$ cat config.mk
export PLATFORM = sky130hd
export DESIGN_NAME = systolic_feed_sequencer
export DESIGN_NICKNAME = d
export VERILOG_FILES = /design/src/rtl/systolic_feed_sequencer.sv
export SDC_FILE = /design/constraint.sdc
export NUM_CORES = 1
export LEC_CHECK = 0
export ABC_AREA = 0
export CAP_MARGIN = 20
export CELL_PAD_IN_SITES_DETAIL_PLACEMENT = 0
export CELL_PAD_IN_SITES_GLOBAL_PLACEMENT = 1
export CORE_ASPECT_RATIO = 1.25
export CORE_MARGIN = 8
export CORE_UTILIZATION = 40
export DETAILED_ROUTE_END_ITERATION = 10
export PLACE_DENSITY = 0.85
export SYNTH_ARGS = -nofsm -noshare
export SYNTH_HDL_FRONTEND = slang
export SYNTH_SLANG_ARGS = --single-unit
export TNS_END_PERCENT = 50
$ cat constraint.sdc
create_clock -name clk -period 6.85 [get_ports clk]
set_input_delay 1.37 -clock clk [delete_from_list [all_inputs] [get_ports clk]]
set_output_delay 1.37 -clock clk [all_outputs]
set_load 0.02 [all_outputs]
$ cat src/rtl/systolic_feed_sequencer.sv
`default_nettype none
// ============================================================================
// Module      : systolic_feed_sequencer
// Description : Streams integer z-vectors into a systolic array as fixed-point
//               rows with per-row control, sequences layers, drains, signals done.
// Revision    : 1.0 - initial release
// ============================================================================
module systolic_feed_sequencer #(
    parameter int DATA_SIZE      = 16,
    parameter int SIZE           = 3,
    parameter int MAX_LAYER_SIZE = 5,
    parameter int FRAC_BITS      = DATA_SIZE / 2
) (
    input  logic                      clk,
    input  logic                      reset,
    input  logic                      start,
    input  logic [31:0]               num_layers,
    input  logic [DATA_SIZE*SIZE-1:0] in_data,
    input  logic                      in_valid,
    output logic                      in_ready,
    output logic [DATA_SIZE*SIZE-1:0] z_to_z,
    output logic                      reset_counter_in,
    output logic [31:0]               address,
    output logic [SIZE-1:0]           one_address,
    output logic [SIZE-1:0]           output_replace_pattern,
    output logic [31:0]               current_layer,
    output logic                      busy,
    output logic                      done,
    output logic                      overflow,
    output logic                      cfg_err
);

    typedef enum logic [1:0] {
        S_IDLE  = 2'd0,
        S_FEED  = 2'd1,
        S_DRAIN = 2'd2,
        S_DONE  = 2'd3
    } state_t;

    // The array pipeline needs 2*SIZE-1 empty cycles to flush the last row.
    localparam int                 c_cnt_w      = (2 * SIZE > 1) ? $clog2(2 * SIZE) : 1;
    localparam logic [c_cnt_w-1:0] c_drain_last = c_cnt_w'(2 * SIZE - 2);

    state_t               r_state;
    logic [31:0]          r_row;
    logic [31:0]          r_layer;
    logic [31:0]          r_num_layers;
    logic [c_cnt_w-1:0]   r_drain_cnt;

    logic [DATA_SIZE*SIZE-1:0] w_conv;
    logic [SIZE-1:0]           w_lane_ovf;
    logic [SIZE-1:0]           w_onehot;
    logic                      w_beat;
    logic                      w_cfg_ok;
    logic                      w_last_row;
    logic                      w_last_layer;

    // Each lane is shifted into fixed point; it overflows when the bits shifted
    // out plus the new sign bit disagree with the original sign.
    for (genvar g = 0; g < SIZE; g++) begin : g_lane
        localparam int c_hi = (SIZE - g) * DATA_SIZE - 1;
        logic [DATA_SIZE-1:0] w_lane;
        logic [FRAC_BITS:0]   w_top;

        assign w_lane = in_data[c_hi -: DATA_SIZE];
        assign w_top  = w_lane[DATA_SIZE-1 -: FRAC_BITS+1];
        assign w_conv[c_hi -: DATA_SIZE] = {w_lane[DATA_SIZE-FRAC_BITS-1:0], {FRAC_BITS{1'b0}}};
        assign w_lane_ovf[g] = (|w_top) & ~(&w_top);
    end

    always_comb begin
        w_onehot = '0;
        for (int i = 0; i < SIZE; i++) begin
            w_onehot[i] = (r_row == 32'(i));
        end
    end

    assign w_beat       = in_valid & in_ready;
    assign w_cfg_ok     = (num_layers != 32'd0) && (num_layers <= 32'(MAX_LAYER_SIZE));
    assign w_last_row   = (r_row == 32'(SIZE - 1));
    assign w_last_layer = (r_layer == r_num_layers - 32'd1);

    always_ff @(posedge clk) begin
        if (reset) begin
            r_state                <= S_IDLE;
            r_row                  <= '0;
            r_layer                <= '0;
            r_num_layers           <= '0;
            r_drain_cnt            <= '0;
            in_ready               <= 1'b0;
            z_to_z                 <= '0;
            reset_counter_in       <= 1'b0;
            address                <= '0;
            one_address            <= '0;
            output_replace_pattern <= '0;
            current_layer          <= '0;
            busy                   <= 1'b0;
            done                   <= 1'b0;
            overflow               <= 1'b0;
            cfg_err                <= 1'b0;
        end else begin
            // Bubble by default; only an accepted beat issues a row.
            z_to_z                 <= '0;
            one_address            <= '0;
            output_replace_pattern <= '0;
            reset_counter_in       <= 1'b0;
            done                   <= 1'b0;
            cfg_err                <= 1'b0;

            case (r_state)
                S_IDLE: begin
                    if (start) begin
                        if (w_cfg_ok) begin
                            r_num_layers <= num_layers;
                            r_row        <= '0;
                            r_layer      <= '0;
                            overflow     <= 1'b0;
                            in_ready     <= 1'b1;
                            busy         <= 1'b1;
                            r_state      <= S_FEED;
                        end else begin
                            cfg_err <= 1'b1;
                        end
                    end
                end

                S_FEED: begin
                    if (w_beat) begin
                        z_to_z                 <= w_conv;
                        address                <= r_row;
                        current_layer          <= r_layer;
                        one_address            <= w_onehot;
                        reset_counter_in       <= (r_row == 32'd0);
                        output_replace_pattern <= (r_row == 32'd0) ? {SIZE{1'b1}} : {SIZE{1'b0}};
                        overflow               <= overflow | (|w_lane_ovf);

                        if (w_last_row) begin
                            r_row <= '0;
                            if (w_last_layer) begin
                                in_ready    <= 1'b0;
                                r_drain_cnt <= '0;
                                r_state     <= S_DRAIN;
                            end else begin
                                r_layer <= r_layer + 32'd1;
                            end
                        end else begin
                            r_row <= r_row + 32'd1;
                        end
                    end
                end

                S_DRAIN: begin
                    if (r_drain_cnt == c_drain_last) begin
                        busy    <= 1'b0;
                        done    <= 1'b1;
                        r_state <= S_DONE;
                    end else begin
                        r_drain_cnt <= r_drain_cnt + 1'b1;
                    end
                end

                S_DONE: begin
                    r_state <= S_IDLE;
                end

                default: begin
                    r_state <= S_IDLE;
                end
            endcase
        end
    end

endmodule
`default_nettype wire

# == Word level (Yosys, flattened, before mapping) ==
# Index checks and enable logic that the tools add are counted.
# classes
n_eq_ne,15
n_bitwise,13
muxes,36
reduce_logical,26
magnitude_cmp,1
add_sub_neg,4
# ops
cell,count
2-to-1 mux 32 bit,7
case mux 32 bit (2 select lines),2
adder 32 x 1 -> 32 bit (second input constant),2
== test 32 x 1 -> 1 bit (second input constant),1
== test 32 x 2 -> 1 bit (second input constant),1
== test 32 bit,1
less-or-equal comparator 32 x 3 -> 1 bit (second input constant),1
zero test 32 bit,1
nonzero test 32 bit,1
subtractor 32 x 1 -> 32 bit (second input constant),1
AND reduction 9 bit,3
OR reduction 9 bit,3
AND reduction 6 bit,3
!= test 2 bit (second input constant),8
2-to-1 mux 3 bit,5
2-to-1 mux 2 bit,6
2-to-1 mux 1 bit,11
OR reduction 3 bit,3
inverter 1 bit,8
case mux 2 bit (4 select lines),1
AND reduction 4 bit,2
case mux 1 bit (2 select lines),3
case mux 3 bit (2 select lines),1
nonzero test 2 bit,3
other kinds (12),17
# word_totals
word_cells,112
output_inout_bits,124
register_bits,225
input_bits,84

# == Logic depth before layout (Yosys ltp) ==
# logic_depth
ltp_word,7
ltp_mapped,13
mapped_depth_nobuf,10

# == Least setup slack after synthesis ==
# No wires, ideal clock.
# synth_timing
path_kind,input-to-reg
startpoint,input port num_layers[27]
endpoint,register r_row[29]
n_path_buf,1
arrival_time_ps,3605
setup_ps,73
cell_stages,8
path_slack_ps,3172
t_required_ps,6777
cell_sequence,nor4_1 nand4_1 nor4_1 o2111ai_1 or3_1 clkbuf_1 or3_1 a21oi_1
# synth_between
elab_chain_cells,4
word_cells_on_any_way,5
classes_between,1 x order compare; 1 x eq/ne; 3 x reduce/logical
# synth_lines
element,line_no,source
start: declaration,17,"input logic [31:0] num_layers,"
less-or-equal comparator 32 x 3 -> 1 bit / nonzero test 32 bit (equally long branches),79,assign w_cfg_ok = (num_layers != 32'd0) && (num_layers <= 32'(MAX_LAYER_SIZE));
logical AND 1 bit *,79,
!= test 2 bit (no source line) *,-,
AND reduction 4 bit (no source line) *,-,
end signal: assignment,147,r_row <= r_row + 32'd1;
end: declaration,45,logic [31:0] r_row;
# Mark *: on every way between the ends. The rest lies on a longest branch, timed or not.
# A chain may end at the register's enable or synchronous reset.

# == Worst setup path after layout ==
# layout_timing
startpoint,input port num_layers[9]
endpoint,register r_layer[15]
# layout_between
elab_chain_cells,4
word_cells_on_any_way,5
classes_between,1 x order compare; 1 x eq/ne; 3 x reduce/logical
# layout_lines
element,line_no,source
less-or-equal comparator 32 x 3 -> 1 bit / nonzero test 32 bit (equally long branches),79,
logical AND 1 bit *,79,
!= test 2 bit (no source line) *,-,
AND reduction 6 bit (no source line) *,-,
end signal: assignment,144,r_layer <= r_layer + 32'd1;
end: declaration,46,logic [31:0] r_layer;
# Marks and branches as above.

==> flow_summary.ini <==
[synth]
synth_top_area_cell = dfxtp_1
ys_top_cells_by_count = dfxtp_1, nand2_1, a21oi_1
ys_warn_count = 0
yosysUniqueCellTypes = 74
async_flop_share_pct = 0
yosys_register_bits = 197
synth_edf_count = 0
synth-seq-area-share_pct = 42.3
yosysMostFrequentCell = dfxtp_1
synth_top_area_share_pct = 42.3
synth_area_leaders = dfxtp_1, nand2_1, a21oi_1
ys.flop_type = dfxtp_1
synthCells = 1135
avgSynthCellArea_sq_um = 8.22
syn_area_sq_um = 9330

[power_and_ir_drop]
clock_power_share_pct = 43.9
ir_drop_uv = 168
cellPowerDensity_nw_per_um2 = 193
power_frac_comb_pct = 5.8
p_sw_mw = 0.558
seqPwrFrac_pct = 50.3
power_leakage_nw = 4.22
power_mw = 2.28
internal_power_mw = 1.73
switching_share_pct = 24.4

[setup_path]
worstSetupStartpointType = input port
cp.arrival_ns = 4.95
critPathRequiredTime_ns = 7.23
crit_chain = clkdlybuf4s50_1, nor4_1, nand2_1, nor4_1, nor2_1, buf_4, nor2_1, buf_4, nand4_1, or4_1, nand2_1
path_max_fanout = 19
cpPeakStageDelay_ns = 0.62
path_class = input port to flip-flop
cp-end-kind = flip-flop
critPathSlowestCell = nor4_1

[die]
die_y_um = 187
io_pins = 208
die_x_um = 153
start_util_pct = 40.6
dieArea_sq_um = 28500
placementRows = 62
core-area_sq_um = 23000

[detailed_routing]
drtPass1Iterations = 4
vias_per_cell = 5.38
wl_per_cell_um = 17.1
num_vias = 8514
drt-initial-drc-count = 493
ant_nets = 0
drc = 0
routed_wl_mm = 27.1

[global_routing]
antenna_found_initial = 1
grt_use_total_pct = 18.8
grt_pass1_vias = 8372
grt_max_degree = 64
grt_pass1_wl_mm = 44.1
grt_overflow = 0

[sta]
worst_slew_pin_slew_ns = 1.04
post-route-period-util_pct = 66.7
rsz0062_at_grt = false
maxSlewViolCount = 0
slew_headroom_pct = 30.1
finClkSkew_ns = 0.0134
setup_ws_ns = 2.28
holdWs_ns = 0.454
hold_viol = 0
period_needed_ns = 4.57
fmax_mhz = 219
fin_tns_setup_ns = 0
setup_viol_count_final = 0

[placed_design]
preCtsSetupSlack_ns = 2.01
port_buffers = 183
hpwl_mm = 19.8
place.gp.congestion = 0.895

[cells_and_area]
fin_util_pct = 51.4
antenna_cells = 0
nets = 1377
drive_above_1_share_pct = 5.87
area_growth_pct = 26.6

[clocking]
htreeDepth = 4
hold_buffers = 0
cts_made_buffers = 17
clock_latency_ns = 0.44
cts_tree = yes
cts_max_path_buffers = 2
cts_root_buffer = clkbuf_16
cts_sinks = 197
post_cts.repair.setup_buffers = 0
ctsResizeCount = 0
clk_pin_slew_ns = 0.08

[hold_path]
min_path_type = flip-flop to flip-flop

[job]
drv_cap = 0

[run_status]
status = finished, final reports clean
==> path summary, 6_finish.rpt <==
path | cells after the start | slack, ns | start | end
setup / recovery | 11 | 2.28 | num_layers[9] | r_layer[15]
hold / removal | 2 | 0.45 | address[24] | address[24]
setup reg to reg | 8 | 2.71 | r_num_layers[2] | r_layer[16]
hold reg to reg | 2 | 0.45 | address[24] | address[24]
==> metrics by stage <==
| stage | cell area, sq um | instances |
|---|---|---|
| after floorplan | 9420 | 1158 |
| after global placement | 11200 | 1551 |
| after detailed placement | 11200 | 1551 |
| after CTS | 11800 | 1583 |
| after global routing | 11800 | 1583 |
| final | 11800 | 1583 |
==> state kept, by name, indices dropped and copies added, names as in the netlist <==
name and cells:
z_to_z 24, overflow 1, r_drain_cnt 3, r_layer 32, current_layer 32, done 1
in_ready 1, r_num_layers 32, address 32, busy 1, cfg_err 1, r_row 32
r_state 2, one_address 3
==> cells by family (layout without fill, tap and decap cells) <==
| group | count (synthesis) | in the layout | synth area share [%] |
|---|---|---|---|
| flip-flops | 197 | 197 | 42.3 |
| multiplexers | 11 | 11 | 1.18 |
| AO/OA/AOI/OAI | 204 | 204 | 13.6 |
| XOR/XNOR | 55 | 55 | 5.16 |
| buffers and inverters | 105 | 242 | 5.70 |
| adder cells (fa/ha/maj) | 11 | 11 | 1.48 |
| other | 1 | 24 | 0.0402 |
| AND/OR/NAND/NOR | 551 | 551 | 30.5 |
==> power by group through the flow <==
stage                     logic, mW  clock network [mW]  registers [mW]
after floorplan              0.0734                   0            1.17
after CTS                     0.133                1.03            1.15
after global routing          0.145                1.08            1.15
after global placement        0.132                   0            1.17
after detailed placement      0.133                   0            1.17
final                         0.133                1.00            1.15
==> layout by cell type, fill, tap and decap left out, drive strengths merged, types with 4 or more instances in the layout <==
master	instances
nand3	34
and4	11
nor2b	7
buf	11
clkbuf	17
o211ai	7
o22ai	4
o21ai	37
or3	33
nand2	187
nor2	71
nand4	33
nor3b	7
xnor2	31
nor4	34
inv	23
clkinv	5
clkdlybuf4s50	182
or4	8
a31oi	7
mux2i	11
o31ai	5
conb	24
nor3	28
and3	38
o311ai	4
ha	11
nand3b	8
dfxtp	197
a21oi	104
xor2	24
and2	34
or2	5
a211oi	8
nand2b	8
==> layer usage <==
| metal | GRT usage (%) | part of all wire [%] |
|---|---|---|
| met5 | 0 | 0.048 |
| met4 | 5.15 | 1.3 |
| met3 | 5.83 | 6.2 |
| met2 | 33.1 | 50 |
| met1 | 21.5 | 42 |
==> worst max-delay path, delay by kind of cell <==
kind          cells  cell delay, ns
buf+inv           3            0.97
simple gates      8            2.60
==> layout make-up <==
type / instances / area [sq um]
Clock inverter: 15 / 164
Fill cell: 2184 / 11200
Timing Repair Buffer: 193 / 1900
Multi-Input combinational cell: 856 / 4950
Inverter: 17 / 63.8
Tap cell: 288 / 360
Sequential cell: 197 / 3940
Clock buffer: 17 / 425
No activity file was read; power rests on OpenSTA's default activity.
